[src/rtl/vedic_mul_seq.sv]
// Sequential 8x8 unsigned multiplier: four 4x4 partial products pass through one
// shared combinational Vedic multiplier and are shifted into a 16-bit accumulator.

module vedic (
  input  logic [3:0] a,
  input  logic [3:0] b,
  output logic [7:0] p
);

  // 2x2 Vedic (urdhva-tiryak) cell: vertical, crosswise, vertical.
  function automatic logic [3:0] vedic2(input logic [1:0] x, input logic [1:0] y);
    logic cross0, cross1, carry, top;
    cross0 = x[1] & y[0];
    cross1 = x[0] & y[1];
    carry  = cross0 & cross1;
    top    = x[1] & y[1];
    return {top & carry, top ^ carry, cross0 ^ cross1, x[0] & y[0]};
  endfunction

  logic [3:0] m_ll, m_hl, m_lh, m_hh;

  always_comb begin
    m_ll = vedic2(a[1:0], b[1:0]);
    m_hl = vedic2(a[3:2], b[1:0]);
    m_lh = vedic2(a[1:0], b[3:2]);
    m_hh = vedic2(a[3:2], b[3:2]);
    p    = {4'b0, m_ll} + {2'b0, m_hl, 2'b0} + {2'b0, m_lh, 2'b0} + {m_hh, 4'b0};
  end

endmodule

module vedic_mul_seq (
  input  logic        clk,
  input  logic        rst,
  input  logic        in_valid,
  output logic        in_ready,
  input  logic [7:0]  a,
  input  logic [7:0]  b,
  output logic        out_valid,
  input  logic        out_ready,
  output logic [15:0] result,
  output logic        busy
);

  typedef enum logic [1:0] {IDLE, MUL, DONE} state_t;

  state_t      state_q, state_d;
  logic [1:0]  step_q, step_d;
  logic [15:0] acc_q, acc_d;
  logic [7:0]  a_q, a_d, b_q, b_d;
  logic        in_ready_q, in_ready_d;
  logic        out_valid_q, out_valid_d;
  logic        busy_q, busy_d;

  logic [3:0]  vm_a, vm_b;
  logic [7:0]  pp;

  // Place the 8-bit partial product at its weight for the given step.
  function automatic logic [15:0] place_pp(input logic [7:0] prod, input logic [1:0] step);
    case (step)
      2'd0:    return {8'b0, prod};
      2'd3:    return {prod, 8'b0};
      default: return {4'b0, prod, 4'b0};
    endcase
  endfunction

  always_comb begin
    case (step_q)
      2'd0:    begin vm_a = a_q[3:0]; vm_b = b_q[3:0]; end
      2'd1:    begin vm_a = a_q[3:0]; vm_b = b_q[7:4]; end
      2'd2:    begin vm_a = a_q[7:4]; vm_b = b_q[3:0]; end
      default: begin vm_a = a_q[7:4]; vm_b = b_q[7:4]; end
    endcase
  end

  vedic u_vedic (
    .a (vm_a),
    .b (vm_b),
    .p (pp)
  );

  always_comb begin
    state_d = state_q;
    step_d  = step_q;
    acc_d   = acc_q;
    a_d     = a_q;
    b_d     = b_q;
    case (state_q)
      IDLE: begin
        if (in_valid) begin
          a_d     = a;
          b_d     = b;
          acc_d   = 16'd0;
          step_d  = 2'd0;
          state_d = MUL;
        end
      end
      MUL: begin
        acc_d  = acc_q + place_pp(pp, step_q);
        step_d = step_q + 2'd1;
        if (step_q == 2'd3) state_d = DONE;
      end
      DONE: begin
        if (out_ready) state_d = IDLE;
      end
      default: state_d = IDLE;
    endcase
    // Handshake flags are registered copies of the next-state decode.
    in_ready_d  = (state_d == IDLE);
    out_valid_d = (state_d == DONE);
    busy_d      = (state_d == MUL) || (state_d == DONE);
  end

  always_ff @(posedge clk) begin
    if (rst) begin
      state_q     <= IDLE;
      step_q      <= 2'd0;
      acc_q       <= 16'd0;
      a_q         <= 8'd0;
      b_q         <= 8'd0;
      in_ready_q  <= 1'b1;
      out_valid_q <= 1'b0;
      busy_q      <= 1'b0;
    end else begin
      state_q     <= state_d;
      step_q      <= step_d;
      acc_q       <= acc_d;
      a_q         <= a_d;
      b_q         <= b_d;
      in_ready_q  <= in_ready_d;
      out_valid_q <= out_valid_d;
      busy_q      <= busy_d;
    end
  end

  assign in_ready  = in_ready_q;
  assign out_valid = out_valid_q;
  assign busy      = busy_q;
  assign result    = acc_q;

endmodule

[config.mk]
export PLATFORM = sky130hd
export DESIGN_NAME = vedic_mul_seq
export DESIGN_NICKNAME = d
export VERILOG_FILES = /design/src/rtl/vedic_mul_seq.sv
export SDC_FILE = /design/constraint.sdc
export NUM_CORES = 1
export LEC_CHECK = 0
export BUFFER_PORTS_ARGS = -buffer_cell sky130_fd_sc_hd__buf_2
export CORE_ASPECT_RATIO = 1.2
export CORE_MARGIN = 1
export CORE_UTILIZATION = 55
export CTS_CLUSTER_DIAMETER = 120
export DETAILED_ROUTE_END_ITERATION = 10
export MAX_ROUTING_LAYER = met4
export PLACE_DENSITY = 0.77
export SLEW_MARGIN = 25
export SYNTH_ARGS = -nofsm -noshare
export SYNTH_HDL_FRONTEND = slang
export SYNTH_SLANG_ARGS = --single-unit
[constraint.sdc]
create_clock -name clk -period 7.1 [get_ports clk]
set_clock_uncertainty 0.2 [all_clocks]
set_input_delay 0.71 -clock clk [delete_from_list [all_inputs] [get_ports clk]]
set_output_delay 0.71 -clock clk [all_outputs]
set_load 0.005 [all_outputs]
# ---- After elaboration in Yosys (flattened, before gate mapping)
# Cells that the tools add are included.
dict set report classes {
  eq_ne 8
  n_reduce_logical 9
  muxes 12
  addsub 5
  bitwise 32
}
# operator count
set ops {}
lappend ops {{one-hot mux 16 bit (2 select lines)} 2}
lappend ops {{two-way mux 16 bit} 2}
lappend ops {{bitwise AND 1 bit} 24}
lappend ops {{adder 16 bit} 1}
lappend ops {{adder 8 x 6 -> 8 bit} 1}
lappend ops {{adder 8 bit} 1}
lappend ops {{== test 2 bit (second input constant)} 4}
lappend ops {{two-way mux 2 bit} 4}
lappend ops {{two-way mux 4 bit} 2}
lappend ops {{XOR 1 bit} 8}
lappend ops {{adder 4 x 6 -> 7 bit} 1}
lappend ops {{== test 2 x 1 -> 1 bit (second input constant)} 3}
lappend ops {{logical NOT 2 bit} 3}
lappend ops {{one-hot mux 2 bit (3 select lines)} 1}
lappend ops {{one-hot mux 2 bit (2 select lines)} 1}
lappend ops {{AND reduction 2 bit} 2}
lappend ops {{OR reduction 2 bit} 2}
lappend ops {{adder 2 x 1 -> 2 bit (second input constant)} 1}
lappend ops {{inequality test 2 bit (second input constant)} 1}
lappend ops {{nonzero test 2 bit} 1}
lappend ops {{logical OR 1 bit} 1}
dict set report word_totals {
  inputBits 20
  word_cells 74
  ff_bits 39
}

# ---- Logic depth before layout (Yosys ltp)
# Gate-level depths: netlist (run 1).
dict set report logic_depth {
  word_depth 13
  depth_mapped 27
  depth_no_buf 27
}

# ---- Cells and area by module
# From an unflattened synthesis (run 1), not the netlist that was laid out.
dict set report hier_totals {
  hier_cells 348
  area_unflattened_um2 2824.0
}
# mod cells_each area_each_um2 seq_area_each_um2 instances
set by_module_without_submodules {}
lappend by_module_without_submodules {vedic_mul_seq 290 2351.0 780.7 1}
lappend by_module_without_submodules {vedic 58 473.0 0.0 1}

# ---- Worst setup path before layout (run 1)
# Ideal clock, no wire load.
dict set report synth_timing {
  path_type {reg2reg}
  from {register step_q[0]}
  to {register acc_q[15], in the netlist result[15]}
  stages_incl_launch_ff 28
  t_required_ns 6.828
  arrival_ns 5.659
  synth_period_minus_slack_ns 5.931
  setup_ns 0.072
  path_slack_ns 1.169
  path_cell_list {dfxtp_1 -> inv_1 -> ha_1 -> nor2_1 -> mux2i_1 -> nor2_1 -> ha_1 -> ha_1 -> ha_1 -> inv_1 -> fa_1 -> xor2_1 -> fa_1 -> inv_1 -> fa_1 -> a21o_1 -> a21oi_4 -> xor2_1 -> nand2_1 -> o21ai_0 -> ha_1 -> nand2_1 -> nor2_1 -> and2_1 -> o21a_1 -> a31o_1 -> nor4b_2 -> a2bb2oi_1}
}
dict set report synth_between {
  elab_chain_cells 13
  elab_cells_between_ends 47
  cone_classes {add/sub (4); eq/ne (3); mux (5); bitwise (32); reduce/logical (3)}
}
# item line_no
set synth_lines {}
lappend synth_lines {{start: declaration} 48} ;# logic [1:0] step_q, step_d;
lappend synth_lines {{start signal: assignment} 126} ;# step_q <= step_d;
lappend synth_lines {{== test 2 x 1 -> 1 bit, or another cell as far along} 68} ;# case (step_q)
lappend synth_lines {{OR reduction 2 bit (no source line)} --}
lappend synth_lines {{two-way mux 4 bit} 68}
lappend synth_lines {{bitwise AND 1 bit (on tied branches)} {13, 14}}
lappend synth_lines {{bitwise AND 1 bit} 15} ;# carry = cross0 & cross1;
lappend synth_lines {{XOR 1 bit / bitwise AND 1 bit (equally long branches)} 17} ;# return {top & carry, top ^ carry, cross0 ^ cross1, x[0] & y[0]};
lappend synth_lines {{adder 4 x 6 -> 7 bit} 27} ;# p = {4'b0, m_ll} + {2'b0, m_hl, 2'b0} + {2'b0, m_lh, 2'b0} + {m_hh, 4'b0};
lappend synth_lines {{adder 8 x 6 -> 8 bit} 27}
lappend synth_lines {{adder 8 bit} 27}
lappend synth_lines {{one-hot mux 16 bit (2 select lines) (*)} 60} ;# case (step)
lappend synth_lines {{two-way mux 16 bit (*)} 88} ;# case (state_q)
lappend synth_lines {{adder 16 bit (*)} 99} ;# acc_d = acc_q + place_pp(pp, step_q);
lappend synth_lines {{one-hot mux 16 bit (2 select lines) (*)} 88}
lappend synth_lines {{end signal: assignment} 118} ;# acc_q <= 16'd0;
lappend synth_lines {{end signal: assignment} 127} ;# acc_q <= acc_d;
lappend synth_lines {{end: declaration} 49} ;# logic [15:0] acc_q, acc_d;
# Every way passes the cells marked *; elsewhere a longest branch is shown, timed or not. The select of a mux whose other input is x is not followed.
# A chain may end at the register's enable or synchronous reset.

# ---- Final worst setup path (run 1)
dict set report layout_timing {
  from {register step_q[0]}
  to {register acc_q[12], in the netlist result[12]}
}
# Same word-level chain as after synthesis.

==> results of run 1 <==
## metal layers
| layer | part of all wire [%] | vias up |
|---|---|---|
| li1 | - | 1244 |
| met1 | 45 | 1128 |
| met2 | 50 | 52 |
| met3 | 3.3 | 10 |
| met4 | 1.6 | 0 |
| met5 | 0 | - |
## per-stage QoR
stage | area (µm²) | worst slack (ns) | total power [W] | hold WS, ns
6_report | 3173 | 0.6714 | 0.0004759 | 0.2576
5_1_grt | 3173 | 0.2371 | 0.0004946 | 0.2822
4_1_cts | 3173 | 0.6871 | 0.0004767 | 0.2604
3_5_place_dp | 3067 | 0.7322 | 0.0002935 | 0.2492
3_3_place_gp | 3067 | 0.9009 | 0.0002919 | 0.2432
2_1_floorplan | 2860 | 1.169 | 0.0002782 | 0.2357
## final cells by class
type	instances	share of cell area (%)
clock buffer	5	2.169
timing repair buffer	38	5.994
clock inverter	2	1.183
inverter	20	2.366
sequential	39	24.61
tap	60	2.366
multi-input combinational	268	61.32
## power by group through the flow
stage	clock network, W	logic [W]	registers (W)
after floorplan	0	0.0000436	0.000235
after global placement	0	0.0000563	0.000236
after detailed placement	0	0.0000578	0.000236
after CTS	0.000188	0.0000580	0.000231
after global routing	0.000198	0.0000654	0.000232
final	0.000188	0.0000577	0.000230
## cells by family after synthesis
| group | Yosys count |
|---|---|
| and+or+nand+nor | 116 |
| xor gates and xnor gates | 15 |
| muxes | 11 |
| DFF | 39 |
| AOI/OAI and AO/OA | 83 |
| adders and majority gates | 43 |
| buffers and inverters | 30 |
## cells in the final DEF (no fill, tap or decap), types with 3 or more instances in the layout
cell type,instances
nor2_1,32
a21o_1,7
nand2_1,50
xnor2_1,9
a22oi_1,7
mux2i_1,11
xor2_1,6
fa_1,6
or2_2,3
o211ai_1,3
clkbuf_8,5
ha_1,37
o21ai_0,9
nor2b_1,7
inv_1,20
o21a_1,3
and2_1,8
buf_2,38
a22o_1,10
dfxtp_1,39
a21oi_1,28
## final timing paths
| kind | startpoint | end |
|---|---|---|
| min reg2reg | a_q[3]$_SDFFE_PP0P_ | a_q[3]$_SDFFE_PP0P_ |
| min | a_q[3]$_SDFFE_PP0P_ | a_q[3]$_SDFFE_PP0P_ |
| max reg2reg | step_q[0]$_SDFFE_PP0P_ | result[12]$_SDFFE_PP0P_ |
| max | step_q[0]$_SDFFE_PP0P_ | result[12]$_SDFFE_PP0P_ |
## sequential cells by signal, summed over array words and instances, names as in the netlist
register,cells
result,16
a_q,8
b_q,8
state_q,2
step_q,2
busy,1
in_ready,1
out_valid,1
## tightest hold or removal path: stages, from the launching register on
cell,delay [ns]
dfxtp_1,0.31
nand2_1,0.05
a21oi_1,0.05
==> results_dict.tcl, run 1 <==
set metrics [dict create \
    run_status "completed" \
    fillerInstances 452 \
    critical_path.cell_chain "inv_1, ha_1, nor2_1, mux2i_1, nor2_1, ha_1, ha_1, ha_1, inv_1, fa_1, xor2_1, fa_1, inv_1, fa_1, xnor2_1, o21ai_0, ha_1, and3_1, a221oi_2, o211ai_1, o211ai_1, o21ai_0, xor2_1, a22o_1" \
    floorplan.die_area_um2 5494 \
    yosys-mux-area-fraction_pct 3.850 \
    proportion_of_synthesized_flip_flops_having_asynchronous_set_or_reset_pct 0 \
    clock.fmax_mhz 155.6 \
    synth_ff_type "dfxtp_1" \
    placementRows 28 \
    swShare_pct 26.23 \
    post_synth_fa_ha_maj_area_fraction_pct 20.38 \
    first_iter_violations 143 \
    cts-htree-levels 2 \
    grt_remaining_overflow 0 \
    port-buffer-count 38 \
    maximum_clock_path_buffer_count 2 \
    critical_path_arrival_ns 6.42 \
    clockRootBuffer "clkbuf_8" \
    power.internal_w 0.0003510 \
    post_cts.repair.setup_buffers 0 \
    cpMostUsedCell "ha_1" \
    power_density_nw_per_um2 150.0 \
    first_global_vias 2306 \
    num-nets-final 435 \
    worst-slew-pin-transition_ns 0.8016 \
    timing.reg2reg.setup_slack_ns 0.67 \
    count_leader_synth "nand2_1" \
    grt_first_pass_wirelength_um 9770 \
    syn-cell-area_um2 2860 \
    clk-insertion-delay-late_ns 0.30 \
    drtPass1Iterations 4 \
    finalSetupViolations 0 \
    detail_route.wl_per_cell_um 13.17 \
    synth_top_cell_by_area "dfxtp_1" \
    synth.area.top_cells "dfxtp_1 (27%), ha_1 (16%), nand2_1 (6.6%), a21oi_1 (4.9%), fa_1 (4.2%)" \
    io_pins 39 \
    core_area_um2 4975 \
    worst_r2r_path_depth 24 \
    final_core_utilization_pct 63.78 \
    netlist-cell-type-count 48 \
    place.gp.congestion 0.8230 \
    vdd_ir_drop_max_mv 0.1192 \
    path_buf_inv 3 \
    grt_max_degree 32 \
    maxCapViolCount 0 \
    required_ns 7.10 \
    wl_um 5691 \
    post_cts.resized_instances 0 \
    cp-end-kind "register" \
    worst_setup_path_start_kind "register" \
    use_met2_pct 41.19 \
    synth_top_area_share_pct 27.30 \
    dr_total_vias 2434 \
    final_min_period_over_clock_period_pct 90.54 \
    cp_num_cells 24 \
    setup_tns_ns 0 \
    power.combinational.fraction_pct 12.1 \
    clk_pin_slew_worst_paths_ns 0.08 \
    synth-edff-count 0 \
    peak_fanout_along_the_critical_path 4 \
    clock-sinks 39 \
    power_spent_charging_and_discharging_nets_w 0.0001248 \
    slowest_delay_ns 0.54 \
    timing_max_transition_violations_final 0 \
    met3_usage_pct 4.916 \
    total_leakage_power_nw 1.558 \
    power.clock.fraction_pct 39.5 \
    final_period_minus_worst_setup_slack_ns 6.429 \
    numCtsBuffers 5 \
    yosys.area_share.xor_xnor_pct 4.593 \
    synth_commonest_cells "nand2_1 (50), dfxtp_1 (39), ha_1 (37), nor2_1 (32), a21oi_1 (28)" \
    synth_nets 400 \
    grt_util_met1_pct 26.61 \
    synth_compound_gate_area_share_pct 20.25 \
    yosysWarningCount 0 \
    place.detailed.instances 425 \
    area_delta_synth_final_pct 10.94 \
    yosys.area_share.simple_pct 18.94 \
    die_x_um 67.83 \
    hold_path.class "reg -> reg" \
    hold-path-cell-count 2 \
    die_h_um 81.00 \
    synth-seq-area-share_pct 27.30 \
    yosys_register_bits 39 \
    critical-path-slowest-cell "fa_1" \
    critPathTopFamily "adder cells" \
    stdcell_count 432 \
    post_route_cells_drive_above_1_share_pct 15.86 \
    cts_hold_buffers 0 \
    post_detailed_placement_half_perimeter_wirelength_um 4434 \
    seqPwrFrac_pct 48.4 \
    tritoncts "yes" \
    number_of_antenna_violations_at_the_first_check_in_global_routing 0 \
    path_class "reg -> reg" \
    sequential_cell_area_um2 780.7 \
    drc_errors 0 \
    grt_most_used_layer "met2" \
    post_drt_via_cell_ratio 5.634 \
    max-slew-margin-rel_pct 46.45 \
    combined_area_of_the_multi_input_logic_cells_um2 1946 \
    combinational_family_with_the_most_area_after_synthesis "adder cells" \
    postSynthCellCount 337 \
    grt.total_usage_pct 23.97 \
    antenna_violating_nets_post_route 0 \
    initial_core_util_pct 57.49 \
    timing.final.hold_violations 0 \
    diodes 0 \
    rsz0062_at_grt "false" \
    syn_area_per_cell_um2 8.487 \
]
Power figures use the tool's default switching activity.
==> run 2, diff against run 1 <==
Clock period 7.1 ns to 8.2 ns, I/O delays scaled along.
==> results_dict.tcl, run 2 (synthesis results as in run 1) <==
set metrics [dict create \
    run_status "completed" \
    total_leakage_power_nw 1.570 \
    clock-sinks 39 \
    drtPass1Iterations 4 \
    wl_um 5723 \
    worst_setup_path_start_kind "register" \
    antenna_violating_nets_post_route 0 \
    num-nets-final 435 \
    number_of_flip_flops_in_the_largest_register 16 \
    number_of_antenna_violations_at_the_first_check_in_global_routing 0 \
    path_buf_inv 3 \
    swShare_pct 25.38 \
    critical_path.cell_chain "inv_1, ha_1, nor2_1, mux2i_1, nor2_1, ha_1, ha_1, ha_1, inv_1, fa_1, xor2_1, fa_1, inv_1, fa_1, xnor2_1, o21ai_0, ha_1, and3_1, a221oi_2, o211ai_1, o211ai_1, o21ai_0, xor2_1, a22o_1" \
    slowest_delay_ns 0.54 \
    numCtsBuffers 5 \
    mostFrequentLayoutCell "nand2_1" \
    post_route_cells_drive_above_1_share_pct 16.09 \
    clk-insertion-delay-late_ns 0.29 \
    clockRootBuffer "clkbuf_8" \
    area_delta_synth_final_pct 11.46 \
    max-slew-margin-rel_pct 47.84 \
    grt_max_degree 32 \
    tritoncts "yes" \
    maximum_clock_path_buffer_count 2 \
    timing_max_transition_violations_final 0 \
    peak_fanout_along_the_critical_path 4 \
    dr_total_vias 2430 \
    worst-slew-pin-transition_ns 0.7808 \
    first_iter_violations 98 \
    required_ns 8.19 \
    final_min_period_over_clock_period_pct 79.32 \
    placementRows 28 \
    post_cts.repair.setup_buffers 0 \
    post_cts.resized_instances 0 \
    clock.fmax_mhz 153.8 \
    initial_core_util_pct 57.49 \
    clk_pin_slew_worst_paths_ns 0.08 \
    hold_path.class "reg -> reg" \
    highest_count_cells_in_the_layout_ignoring_fill_and_taps "nand2_1 (50), dfxtp_1 (39), buf_2 (38)" \
    first_global_vias 2334 \
    setup_tns_ns 0 \
    diodes 0 \
    power.internal_w 0.0003151 \
    power_spent_charging_and_discharging_nets_w 0.0001072 \
    critPathTopFamily "adder cells" \
    drc_errors 0 \
    finalSetupViolations 0 \
    die_h_um 81.00 \
    power_density_nw_per_um2 132.5 \
    power.clock.fraction_pct 40.8 \
    grt.total_usage_pct 24.55 \
    post_drt_via_cell_ratio 5.612 \
    seqPwrFrac_pct 47.2 \
    grt_remaining_overflow 0 \
    timing.final.hold_violations 0 \
    critical_path_arrival_ns 6.49 \
    cpMostUsedCell "ha_1" \
    post_detailed_placement_half_perimeter_wirelength_um 4434 \
    path_class "reg -> reg" \
    final_core_utilization_pct 64.08 \
    final_period_minus_worst_setup_slack_ns 6.504 \
    floorplan.die_area_um2 5494 \
    cts-htree-levels 2 \
    maxCapViolCount 0 \
    detail_route.wl_per_cell_um 13.22 \
    die_x_um 67.83 \
    cts_hold_buffers 0 \
    vdd_ir_drop_max_mv 0.1395 \
    port-buffer-count 38 \
    rsz0062_at_grt "false" \
    cp-end-kind "register" \
    io_pins 39 \
    grt_first_pass_wirelength_um 10130 \
    place.gp.congestion 0.8214 \
    core_area_um2 4975 \
    power.combinational.fraction_pct 12.0 \
    critical-path-slowest-cell "fa_1" \
]
## run 2: cell types whose count changed in the layout (fill, tap and decap cells not counted)
cell | before | now
clkbuf_8 | 5 | 6
inv_6 | 0 | 1
clkinvlp_4 | 1 | 0
## run 2: metrics by stage
step / worst slack, ns / hold WS (ns) / std cells / power, W / cell area [µm²]
final: 1.696 / 0.2597 / 433 / 0.0004223 / 3188
after global routing: 1.315 / 0.2829 / 433 / 0.0004426 / 3188
after CTS: 1.714 / 0.2629 / 433 / 0.0004268 / 3188
after detailed placement: 1.798 / 0.2508 / 425 / 0.0002542 / 3067
after global placement: 2.001 / 0.2432 / 425 / 0.0002527 / 3067
after floorplan: 2.269 / 0.2357 / 337 / 0.0002409 / 2860
## run 2: area by class of cell
cell class / count / area [µm²]
Sequential cell: 39 / 780.7
Clock buffer: 6 / 82.58
Tap cell: 60 / 75.07
Timing Repair Buffer: 38 / 190.2
Clock inverter: 2 / 38.79
Fill cell: 439 / 1787
Multi-Input combinational cell: 268 / 1946
Inverter: 20 / 75.07
## run 2: worst reg2reg max path, stage by stage (launching register included)
cell      delay (ns)
dfxtp_1         0.37
inv_1           0.10
ha_1            0.24
nor2_1          0.36
mux2i_1         0.42
nor2_1          0.10
ha_1            0.19
ha_1            0.27
ha_1            0.16
inv_1           0.06
fa_1            0.39
xor2_1          0.19
fa_1            0.54
inv_1           0.07
fa_1            0.45
xnor2_1         0.30
o21ai_0         0.16
ha_1            0.37
and3_1          0.24
a221oi_2        0.33
o211ai_1        0.17
o211ai_1        0.20
o21ai_0         0.17
xor2_1          0.16
a22o_1          0.20
## run 2: power by group through the flow
stage               Clock [W]  Sequential [W]  Combinational, W
global placement            0        0.000204         0.0000488
CTS                  0.000177        0.000199         0.0000506
finish               0.000172        0.000199         0.0000507
floorplan                   0        0.000203         0.0000377
global route         0.000185        0.000200         0.0000572
detailed placement          0        0.000204         0.0000502
## run 2: worst paths after layout
kind / start / endpoint / slack, ns / cells past startpoint
hold reg to reg: a_q[4]$_SDFFE_PP0P_ / a_q[4]$_SDFFE_PP0P_ / 0.26 / 2
setup reg to reg: step_q[0]$_SDFFE_PP0P_ / result[12]$_SDFFE_PP0P_ / 1.70 / 24
hold / removal: a_q[4]$_SDFFE_PP0P_ / a_q[4]$_SDFFE_PP0P_ / 0.26 / 2
setup / recovery: step_q[0]$_SDFFE_PP0P_ / result[12]$_SDFFE_PP0P_ / 1.70 / 24
## run 2: metal layers
| layer | wire (µm) | share of wire, % | global-route usage [%] |
|---|---|---|---|
| met1 | 2514 | 44 | 28.92 |
| met2 | 2931 | 51 | 42.38 |
| met3 | 188 | 3.3 | 3.933 |
| met4 | 88 | 1.5 | 7.083 |
| met5 | 0 | 0 | - |
